--- src/rtl/axi4_mem_arbiter.sv ---
// Two-requester arbiter in front of a single-port word memory, with burst locking and fixed-latency read return.
// Build option: define AXI4_MEM_ARB_RR_EN for round-robin tie-breaking; otherwise requester 0 has fixed priority.
module axi4_mem_arbiter #(
    parameter int unsigned DATA_WIDTH = 32,
    parameter int unsigned ADDR_WIDTH = 10
) (
    input  logic                  ACLK,
    input  logic                  ARESETn,
    input  logic                  m0_req,
    input  logic                  m0_we,
    input  logic                  m0_lock,
    input  logic [ADDR_WIDTH-1:0] m0_addr,
    input  logic [DATA_WIDTH-1:0] m0_wdata,
    output logic                  m0_gnt,
    output logic                  m0_rvalid,
    input  logic                  m1_req,
    input  logic                  m1_we,
    input  logic                  m1_lock,
    input  logic [ADDR_WIDTH-1:0] m1_addr,
    input  logic [DATA_WIDTH-1:0] m1_wdata,
    output logic                  m1_gnt,
    output logic                  m1_rvalid,
    output logic [DATA_WIDTH-1:0] rdata,
    output logic                  mem_en,
    output logic                  mem_we,
    output logic [ADDR_WIDTH-1:0] mem_addr,
    output logic [DATA_WIDTH-1:0] mem_wdata,
    input  logic [DATA_WIDTH-1:0] mem_rdata
);

    localparam logic [1:0] ARB_OPEN  = 2'd0;
    localparam logic [1:0] ARB_LOCK0 = 2'd1;
    localparam logic [1:0] ARB_LOCK1 = 2'd2;

    logic [1:0]            arb_state_q, arb_state_d;
`ifdef AXI4_MEM_ARB_RR_EN
    logic                  rr_ptr_q, rr_ptr_d;
`endif
    logic                  gnt0_c, gnt1_c;
    logic                  mem_en_q, mem_en_d;
    logic                  mem_we_q, mem_we_d;
    logic [ADDR_WIDTH-1:0] mem_addr_q, mem_addr_d;
    logic [DATA_WIDTH-1:0] mem_wdata_q, mem_wdata_d;
    // Bit 0 is the stage written at grant, bit 1 is the stage aligned with mem_rdata.
    logic [1:0]            rd_vld_q, rd_vld_d;
    logic [1:0]            rd_id_q, rd_id_d;

    // Same-cycle grant; a lock owner excludes the other requester even while idle.
    always_comb begin : grant_logic
        gnt0_c = 1'b0;
        gnt1_c = 1'b0;
        case (arb_state_q)
            ARB_LOCK0: gnt0_c = m0_req;
            ARB_LOCK1: gnt1_c = m1_req;
            default: begin
                if (m0_req && m1_req) begin
`ifdef AXI4_MEM_ARB_RR_EN
                    gnt0_c = ~rr_ptr_q;
                    gnt1_c = rr_ptr_q;
`else
                    gnt0_c = 1'b1;
`endif
                end else begin
                    gnt0_c = m0_req;
                    gnt1_c = m1_req;
                end
            end
        endcase
        if (!ARESETn) begin
            gnt0_c = 1'b0;
            gnt1_c = 1'b0;
        end
    end

    // Next-state: arbitration state, memory command and read-tracking pipeline.
    always_comb begin : next_state
        arb_state_d = arb_state_q;
`ifdef AXI4_MEM_ARB_RR_EN
        rr_ptr_d    = rr_ptr_q;
`endif
        mem_en_d    = 1'b0;
        mem_we_d    = 1'b0;
        mem_addr_d  = mem_addr_q;
        mem_wdata_d = mem_wdata_q;
        rd_vld_d    = {rd_vld_q[0], 1'b0};
        rd_id_d     = {rd_id_q[0], 1'b0};
        if (gnt0_c) begin
            arb_state_d = m0_lock ? ARB_LOCK0 : ARB_OPEN;
`ifdef AXI4_MEM_ARB_RR_EN
            if (!m0_lock) rr_ptr_d = 1'b1;
`endif
            mem_en_d    = 1'b1;
            mem_we_d    = m0_we;
            mem_addr_d  = m0_addr;
            mem_wdata_d = m0_wdata;
            rd_vld_d[0] = ~m0_we;
            rd_id_d[0]  = 1'b0;
        end else if (gnt1_c) begin
            arb_state_d = m1_lock ? ARB_LOCK1 : ARB_OPEN;
`ifdef AXI4_MEM_ARB_RR_EN
            if (!m1_lock) rr_ptr_d = 1'b0;
`endif
            mem_en_d    = 1'b1;
            mem_we_d    = m1_we;
            mem_addr_d  = m1_addr;
            mem_wdata_d = m1_wdata;
            rd_vld_d[0] = ~m1_we;
            rd_id_d[0]  = 1'b1;
        end
    end

    always_ff @(posedge ACLK) begin : state_regs
        if (!ARESETn) begin
            arb_state_q <= ARB_OPEN;
`ifdef AXI4_MEM_ARB_RR_EN
            rr_ptr_q    <= 1'b0;
`endif
            mem_en_q    <= 1'b0;
            mem_we_q    <= 1'b0;
            mem_addr_q  <= '0;
            mem_wdata_q <= '0;
            rd_vld_q    <= 2'b00;
            rd_id_q     <= 2'b00;
        end else begin
            arb_state_q <= arb_state_d;
`ifdef AXI4_MEM_ARB_RR_EN
            rr_ptr_q    <= rr_ptr_d;
`endif
            mem_en_q    <= mem_en_d;
            mem_we_q    <= mem_we_d;
            mem_addr_q  <= mem_addr_d;
            mem_wdata_q <= mem_wdata_d;
            rd_vld_q    <= rd_vld_d;
            rd_id_q     <= rd_id_d;
        end
    end

    assign m0_gnt    = gnt0_c;
    assign m1_gnt    = gnt1_c;
    assign m0_rvalid = rd_vld_q[1] & ~rd_id_q[1];
    assign m1_rvalid = rd_vld_q[1] & rd_id_q[1];
    assign rdata     = mem_rdata;
    assign mem_en    = mem_en_q;
    assign mem_we    = mem_we_q;
    assign mem_addr  = mem_addr_q;
    assign mem_wdata = mem_wdata_q;

endmodule

--- config.mk ---
export PLATFORM = sky130hd
export DESIGN_NAME = axi4_mem_arbiter
export DESIGN_NICKNAME = d
export VERILOG_FILES = /design/src/rtl/axi4_mem_arbiter.sv
export SDC_FILE = /design/constraint.sdc
export NUM_CORES = 1
export LEC_CHECK = 0
export ABC_AREA = 1
export CAP_MARGIN = 20
export CORE_MARGIN = 8
export CORE_UTILIZATION = 37
export DETAILED_ROUTE_END_ITERATION = 10
export PLACE_DENSITY = 0.8
export SYNTH_ARGS = -nofsm -noshare
export SYNTH_HDL_FRONTEND = slang
export SYNTH_SLANG_ARGS = --single-unit
--- constraint.sdc ---
create_clock -name ACLK -period 2.1 [get_ports ACLK]
set_clock_uncertainty 0.15 [all_clocks]
set_input_delay 0.21 -clock ACLK [delete_from_list [all_inputs] [get_ports ACLK]]
set_output_delay 0.21 -clock ACLK [all_outputs]
set_load 0.005 [all_outputs]
### Word level (Yosys, flattened, before mapping)

Cells that the tools add are included.

* input bits: 124
* flip-flop bits (word level): 50
* output and inout port bits: 80

* mux-type cells: 20
* bitwise logic cells: 6
* reductions and logical operators: 3
* equality and inequality tests: 2

Operators with widths (count)
* 32-bit two-way mux: 2
* 10-bit two-way mux: 2
* 1-bit two-way mux: 11
* 2-bit two-way mux: 3
* 1-bit inverter: 4
* 1-bit one-hot mux with 2 select lines: 2
* 1-bit bitwise AND: 2
* 2-bit by 1-bit equality test with 1-bit output, second input constant: 1
* 2-bit equality test, second input constant: 1
* 2-bit nonzero test: 1
* 2-bit OR reduction: 1
* 1-bit logical AND: 1

### Logic depth before layout (Yosys ltp)

Gate-level depths: netlist of the first run.

* depth after elaboration: 6
* mapped depth: 11
* depth with buffers taken out: 9

### Least setup slack after synthesis of the first run

OpenSTA, ideal clock, no wires.

* kind: register -> register
* from: register arb_state_q[0]
* to: register mem_addr_q[7], in the netlist mem_addr[7]
* period minus slack after synthesis: 1.621 ns
* path slack: 0.479 ns
* buffers on the path: 2
* cell stages (with the launch flop): 11
* arrival: 1.359 ns
* cell sequence: dfxtp_1 inv_1 ha_1 inv_2 nand2_2 nand3_2 buf_2 buf_6 nor2_1 nor2_1 nor2_1

* word-level cells in the longest chain between the ends: 4

RTL lines
* start: declaration: RTL line 35 `logic [1:0] arb_state_q, arb_state_d;`
* start signal: assignment: RTL line 125 `arb_state_q <= arb_state_d;`
* 2-bit equality test / 2-bit by 1-bit equality test with 1-bit output (equally long branches): RTL line 52 `case (arb_state_q)`
* 1-bit one-hot mux with 2 select lines: RTL line 52
* 1-bit two-way mux: RTL line 69 `if (!ARESETn) begin`
* 10-bit two-way mux / 2-bit nonzero test (equally long branches)
* end signal: assignment: RTL line 131 `mem_addr_q <= mem_addr_d;`
* end: declaration: RTL line 42 `logic [ADDR_WIDTH-1:0] mem_addr_q, mem_addr_d;`

Several ways; a longest one is shown, not always the timed one.
A chain may end at the register's enable or synchronous reset.

### Final worst setup path of the first run

* from: register arb_state_q[0]
* to: output port m0_gnt

* word-level cells in the longest chain between the ends: 3

RTL lines
* 2-bit equality test / 2-bit by 1-bit equality test with 1-bit output (equally long branches): RTL line 52
* 1-bit one-hot mux with 2 select lines (*): RTL line 52
* 1-bit two-way mux (*): RTL line 69
* end: declaration: RTL line 14 `output logic m0_gnt,`

Every way passes the cells marked *; elsewhere a longest branch is shown, timed or not.

==> impl_metrics.ini, run 1 <==
[run_status]
outcome = finished clean

[final_layout]
drive_above_1_share_pct = 4.14
antenna_cells = 0
fin_nets = 705
syn2layout_area_growth_pct = 38.9

[sta]
period_needed_ps = 1890
worst_pin_slew_ps = 478
setup_viol = 0
hold-worst-slack_ps = 217
slew_headroom_pct = 68.1
slew_viol_final = 0
period_share_pct = 89.9
setup_tns_ps = 0
rsz0062_at_grt = no
fmax_mhz = 530
final_hold_viol_count = 0

[grt]
antenna_found_initial = 0
grt_max_degree = 70
busiest_layer = met2
grt_overflow = 0
use_met1_pct = 15.2
grtUsageMet2_pct = 24.3
grt_pass1_vias = 3046
grt_pass1_wl_mm = 13.6
grt.total_usage_pct = 14.0
use_met3_pct = 5.87

[clocking]
cts_tree = yes
clock-root-buffer = clkbuf_8
htreeDepth = 2
cts.sinks = 50
cts_buffer_depth = 2
clk_latency_ps = 290
clk_pin_slew_ps = 90
cts_made_buffers = 5

[route]
drtIter0Drc = 77
drtAntennaViolNets = 0
post_drt_via_cell_ratio = 4.41
drt-wirelength-per-cell_um = 11.9
route.detailed.drc = 0
firstDrtPassIters = 7
wl_mm = 8.16
vias = 3023

[hold_path]
min_from = ARESETn
hp-class = input pin to flip-flop

[power_and_ir_drop]
p_int_uw = 1800
pwr-share-comb_pct = 33.5
clkPwrFrac_pct = 22.8
p_switching_uw = 701
p_leak_uw = 0.00217
pwr-share-seq_pct = 43.7
p_per_area_mw_per_mm2 = 579
p_sw_share_pct = 28.1
ir_drop_v = 0.000280

[yosys]
syn_inst = 485
yosys_warnings = 0
netlist_area_sq_mm = 0.00311
ys_seq_area_share_pct = 32.2
syn-mean-instance-area_sq_um = 6.41
synth.distinct_cells = 17
synth_nets = 611
synth-seq-cells = 50

[die]
dieArea_sq_mm = 0.0116
initial_utilization_pct = 38.0
core_sq_mm = 0.00818
die_w_um = 108
die_h_um = 108
rows = 33
io_pins = 204

[worst_setup_path]
critPathSlowestCell = dfxtp_2
start_kind = flip-flop
critPathMaxStageDelay_ps = 350
cp.arrival_ps = 1530
rr_startpoint = arb_state_q[0]
critPathMaxFanout = 4
path_cells = inv_1 -> ha_4 -> inv_2 -> nand2_2 -> nand3_4 -> inv_2 -> dlygate4sd2_1
startpoint = arb_state_q[0]
r2r_slack_ps = 260
required_ps = 1740
path_common_cell = inv_2
end_kind = output port
crit_type = flip-flop to output port

[run]
max-cap-violations = 0

[placement]
io_buffers = 139
finalWeightedCongestion = 0.742
dp_hpwl_mm = 6.13
-- cells in the mapped netlist (all sizes together) --
master	number	area, sq um
clkbuf	2	7.51
nor2	128	480
nand2	140	531
nand3b	42	315
inv	56	210
o21ai	2	10.0
nand3	2	20.0
buf	58	490
dfxtp	50	1000
ha	2	25.0
and3	1	6.26
a21oi	2	10.0
-- sequential cells by signal (all words and copies together) (netlist names) --
signal / flops
rd_id_q: 2
arb_state_q: 2
mem_we: 1
mem_wdata: 32
mem_addr: 10
mem_en: 1
rd_vld_q: 2
-- layout make-up --
class / count / area [sq um]
fillers: 803 / 3860
repair buffers: 147 / 1460
multi-input cells: 319 / 1420
flip-flops and latches: 50 / 1000
inverters: 56 / 210
well taps: 105 / 131
clock buffers: 7 / 86.3
clock inverters: 1 / 5.00
-- kinds of logic after synthesis --
group	after synthesis	synth area share, %
and+or+nand+nor	313	43.5
buffers and inverters	116	22.8
AOI/OAI and AO/OA	4	0.644
DFF	50	32.2
adders and majority gates	2	0.805
-- metal layers --
| layer | vias to the layer above | wire, um |
|---|---|---|
| li1 | 1579 | - |
| met1 | 1316 | 3350 |
| met2 | 114 | 3910 |
| met5 | - | 0 |
| met3 | 14 | 787 |
| met4 | 0 | 119 |
-- power groups by stage --
stage | Combinational, uW | Clock, uW | Sequential (uW)
after global routing | 939 | 642 | 1100
after floorplan | 481 | 0 | 1120
after CTS | 845 | 596 | 1090
final | 838 | 569 | 1090
after global placement | 821 | 0 | 1110
after detailed placement | 839 | 0 | 1110
-- what timing repair did --
action,4_1_cts,5_1_grt
hold buffers,0,0
resized for setup,3,3
gates cloned,0,0
endpoints found under the setup margin,2,21
buffers inserted,1,0
-- critical path, delay by kind of cell, from the launching register on --
family / cells / cell delay, ps
buf+inv: 4 / 440
flops: 1 / 350
fa+ha+maj: 1 / 260
simple gates: 2 / 190
-- worst paths after layout --
| path | cells past startpoint | endpoint |
|---|---|---|
| min | 5 | mem_we |
| max | 7 | m0_gnt |
| min reg2reg | 2 | rd_id_q[1] |
| max reg2reg | 11 | mem_wdata[16] |
-- stage by stage --
step	worst slack (ps)	instance area [sq um]	util (%)	total power, uW	instances
after floorplan	479	3110	-	1600	485
after global placement	239	4200	51.4	1930	676
after detailed placement	132	4200	51.4	1950	676
after CTS	3.41	4300	52.6	2530	685
after global routing	85.8	4320	52.8	2680	685
final	212	4320	52.8	2500	685
-- layout by cell type, fill, tap and decap left out, types with 6 or more instances in the layout --
master and count:
buf_4 6, nand2_1 138, dfxtp_1 49, inv_1 54, clkdlybuf4s50_1 136, nor2_1 128, nand3b_1 42, clkbuf_8 6
Note: power is estimated with default switching activity, not from simulation.
==> run 2, diff against run 1 <==
- ABC_AREA: 1 -> default
- CORE_UTILIZATION: 37 -> 33
- PLACE_DENSITY: 0.8 -> 0.79
==> impl_metrics.ini, run 2 <==
[grt]
grt_overflow = 0
antenna_found_initial = 0
grt_pass1_vias = 2680
grt_pass1_wl_mm = 13.1
grt_max_degree = 47
grt.total_usage_pct = 15.7

[sta]
worst_pin_slew_ps = 484
period_needed_ps = 1930
setup_viol = 0
period_share_pct = 92.1
fmax_mhz = 517
slew_viol_final = 0
hold-worst-slack_ps = 86.6
slew_headroom_pct = 67.7
rsz0062_at_grt = no
final_hold_viol_count = 0
setup_tns_ps = 0

[die]
rows = 32
core_sq_mm = 0.00757
initial_utilization_pct = 33.4
io_pins = 204
die_h_um = 103
die_w_um = 103
dieArea_sq_mm = 0.0107

[yosys]
synth-simple-area-share_pct = 15.7
synth_top_family_by_area = compound AO/OA/AOI/OAI gates
synth-seq-cells = 50
synth-async-reset-ratio_pct = 0
synth_commonest_cells = 90 x nand2_1, 50 x dfxtp_1, 42 x a31oi_1, 42 x o31ai_1, 37 x buf_4
syn-mean-instance-area_sq_um = 8.12
yosys_warnings = 0
synth_nets = 437
synth_fa_ha_area_share_pct = 0.991
synthMuxAreaShare_pct = 0
yosysMostFrequentCell = nand2_1
synth_top_area_share_pct = 39.6
synth_edf_count = 0
synth.area.top_cells = dfxtp_1 40%, nand2_1 13%, o31ai_1 12%
syn_inst = 311
synth_compound_area_share_pct = 26.6
synth.distinct_cells = 26
netlist_area_sq_mm = 0.00252
yosys_most_used_dff = dfxtp_1
yosys.area.top_type = dfxtp_1
yosys.area_share.xor_xnor_pct = 0
ys_seq_area_share_pct = 39.6

[final_layout]
multi_input_area_sq_mm = 0.00110
final_common_cell = clkdlybuf4s50_1
drive_above_1_share_pct = 6.60
antenna_cells = 0
syn2layout_area_growth_pct = 50.8
largest_reg_flops = 32
final_cell_mix = 136 x clkdlybuf4s50_1, 90 x nand2_1, 48 x dfxtp_1
final_util_pct = 50.3
fin_nets = 535
fillers = 724
final_area_sq_mm = 0.00381
register_area_sq_mm = 0.00100

[power_and_ir_drop]
p_per_area_mw_per_mm2 = 605
power_uw = 2300
p_leak_uw = 0.00148
ir_drop_v = 0.000276

[route]
post_drt_via_cell_ratio = 5.01
drt-wirelength-per-cell_um = 16.8
route.detailed.drc = 0
drtIter0Drc = 79
firstDrtPassIters = 5
vias = 2561
wl_mm = 8.57
drtAntennaViolNets = 0

[clocking]
ctsHoldBuffers = 0
cts_buffer_depth = 2
cts_made_buffers = 5
clk_pin_slew_ps = 90
cts.sinks = 50
htreeDepth = 2
clock-root-buffer = clkbuf_8
cts_tree = yes
clk_latency_ps = 290

[worst_setup_path]
rr_endpoint = mem_addr[8]
critPathMaxStageDelay_ps = 350
path_cells = inv_1 -> ha_4 -> o21ai_2 -> nor2_1 -> dlygate4sd2_1
required_ps = 1740
critPathSlowestCell = dfxtp_2
reg2regPathDepth = 6
rr_startpoint = arb_state_q[0]
crit_type = flip-flop to output port
end_kind = output port
start_kind = flip-flop
cp.arrival_ps = 1570
critPathMaxFanout = 6
r2r_slack_ps = 330

[hold_path]
hold_path_depth = 3
min_from = ARESETn
hp-class = input pin to flip-flop
min_to = mem_wdata[21]

[placement]
io_buffers = 139
placed_cell_area_sq_mm = 0.00371
finalWeightedCongestion = 0.785
dp_hpwl_mm = 6.35

[run]
max-cap-violations = 0

[run_status]
outcome = finished clean
-- run 2: power breakdown --
part / switching (uW) / internal [uW]
combinational: 283 / 403
sequential: 47.9 / 1040
clock: 303 / 224
-- run 2: worst max-delay path by stage --
| stage | startpoint | endpoint | slack [ps] | cells past startpoint |
|---|---|---|---|---|
| after detailed placement | arb_state_q[0] | m1_gnt | 60 | 5 |
| after global routing | arb_state_q[0] | m1_gnt | 90 | 5 |
| final | arb_state_q[0] | m1_gnt | 170 | 5 |
| after CTS | arb_state_q[0] | m0_gnt | 3 | 5 |
| after global placement | arb_state_q[0] | m1_gnt | 130 | 5 |
| after floorplan | arb_state_q[0] | mem_addr[0] | 350 | 7 |
-- run 2: final cells by class --
cell class	count	share of cell area [%]
clock inverters	2	0.263
flip-flops and latches	50	26.4
clock buffers	5	1.81
repair buffers	151	38.8
multi-input cells	197	29.0
inverters	4	0.394
well taps	102	3.35
-- run 2: stage by stage --
stage          std cells  setup WS, ps
3_5_place_dp         504          58.8
6_report             511           166
3_3_place_gp         504           130
2_1_floorplan        311           349
5_1_grt              511          89.9
4_1_cts              511          2.67
-- run 2: worst max-delay path: cells and delay by family, from the launching register on --
kind                     cells  cell delay [ps]
AO/OA/AOI/OAI                1              240
adder cells (fa/ha/maj)      1              270
buffers and inverters        2              340
flip-flops                   1              350
AND/OR/NAND/NOR              1               80
-- run 2: repair_timing --
item,4_1_cts,5_1_grt
hold endpoints to repair,0,0
resized for setup,5,1
buffers inserted,0,0
gates cloned,0,0
endpoints found under the setup margin,2,1
-- run 2: layer usage --
layer  GRT usage, %  wire (um)
met5              0          0
met4           5.12        125
met3           7.16       1150
met2           25.4       3870
met1           18.0       3420
-- run 2: cell families (layout without fill, tap and decap cells) --
| kind of cell | Yosys count | after routing |
|---|---|---|
| compound gates | 95 | 95 |
| buf+inv | 64 | 162 |
| simple gates | 100 | 100 |
| flops | 50 | 50 |
| fa+ha+maj | 2 | 2 |
==> run 3, diff against run 2 <==
- RECOVER_POWER: default -> 25
- REMOVE_ABC_BUFFERS: default -> 1
==> impl_metrics.ini, run 3 (same netlist as run 2, synthesis figures left out) <==
[final_layout]
antenna_cells = 0
fillers = 715
final_common_cell = clkdlybuf4s50_1
final_util_pct = 50.8
drive_above_1_share_pct = 7.54
stdcell_count = 513
syn2layout_area_growth_pct = 52.1
largest_reg_flops = 32
final_cell_mix = 136 x clkdlybuf4s50_1, 90 x nand2_1, 48 x dfxtp_1
fin_nets = 536

[sta]
setup_viol = 0
hold-worst-slack_ps = 270
worst_pin_slew_ps = 451
final_hold_viol_count = 0
fmax_mhz = 532
slew_headroom_pct = 69.9
setup_tns_ps = 0
slew_viol_final = 0
period_share_pct = 89.4
period_needed_ps = 1880
rsz0062_at_grt = no

[die]
core_sq_mm = 0.00757
dieArea_sq_mm = 0.0107
die_h_um = 103
initial_utilization_pct = 33.4
die_w_um = 103
io_pins = 204
rows = 32

[grt]
grt_pass1_vias = 2664
grt_pass1_wl_mm = 14.4
grt_max_degree = 44
grt_overflow = 0
grt.total_usage_pct = 18.0
antenna_found_initial = 0

[worst_setup_path]
start_kind = flip-flop
cp.arrival_ps = 1520
required_ps = 1740
critPathMaxFanout = 6
crit_type = flip-flop to output port
end_kind = output port

[route]
drtAntennaViolNets = 0
firstDrtPassIters = 5
drtIter0Drc = 138
wl_mm = 9.85
post_drt_via_cell_ratio = 5.09
route.detailed.drc = 0
vias = 2612
drt-wirelength-per-cell_um = 19.2

[power_and_ir_drop]
p_per_area_mw_per_mm2 = 611
ir_drop_v = 0.000303
p_leak_uw = 0.00149

[clocking]
cts_made_buffers = 5
cts.sinks = 50
clk_latency_ps = 290
ctsHoldBuffers = 0
cts_buffer_depth = 2
cts_tree = yes
htreeDepth = 2
clk_pin_slew_ps = 80
clock-root-buffer = clkbuf_8

[placement]
place_inst = 504
io_buffers = 139
finalWeightedCongestion = 0.789
dp_hpwl_mm = 7.72

[hold_path]
hp-class = input pin to output port

[run_status]
outcome = finished clean

[run]
max-cap-violations = 0
==> run 3: changes by cell type in the layout (fill, tap and decap cells not counted), sizes merged <==
cell | previous run | this run
clkbuf | 5 | 7
dlygate4sd2 | 1 | 2
buf | 13 | 14
clkinv | 2 | 1
dlymetal6s2s | 1 | 0
==> run 3: what timing repair did <==
item,4_1_cts,5_1_grt
resized for setup,7,0
endpoints found under the setup margin,2,0
buffers inserted,1,0
==> run 3: worst max-delay path: stages (launching register included) <==
cell,delay (ps)
dfxtp_2,350
inv_1,70
ha_4,250
a21bo_2,250
nor2_1,70
dlygate4sd2_1,240
==> run 3: final cells by class <==
class | count | area, sq um | area share, %
Timing Repair Buffer | 152 | 1490 | 38.9
Sequential cell | 50 | 1000 | 26.1
Multi-Input combinational cell | 197 | 1110 | 28.9
Tap cell | 102 | 128 | 3.32
Inverter | 4 | 15.0 | 0.391
Clock buffer | 7 | 86.3 | 2.25
Clock inverter | 1 | 5.00 | 0.130
==> run 3: worst paths after layout <==
check        cells past startpoint  slack, ps          end            from
min reg2reg                      1        290   rd_id_q[1]      rd_id_q[0]
min                              0        270     rdata[2]    mem_rdata[2]
max reg2reg                      8        280  rd_vld_q[0]  arb_state_q[0]
max                              5        220       m1_gnt  arb_state_q[0]
==> run 3: stage by stage <==
stage          worst slack [ps]  instance area (sq um)  total power, uW
6_report                    222                   3840             2350
5_1_grt                     104                   3840             2470
4_1_cts                     207                   3840             2380
3_5_place_dp               71.3                   3730             1800
3_3_place_gp                127                   3730             1790
2_1_floorplan              -278                   2110             1330
==> run 3: routing by layer <==
layer	up-vias	wire length [um]	track usage [%]
met5	-	55	6.12
met4	2	74	3.34
met3	8	1210	10.5
met2	139	4270	26.0
met1	1203	4240	22.1
li1	1260	-	-
==> run 3: power breakdown <==
part,switching (uW),internal (uW)
registers,46.1,1040
clock network,301,266
logic,284,409
total,631,1720
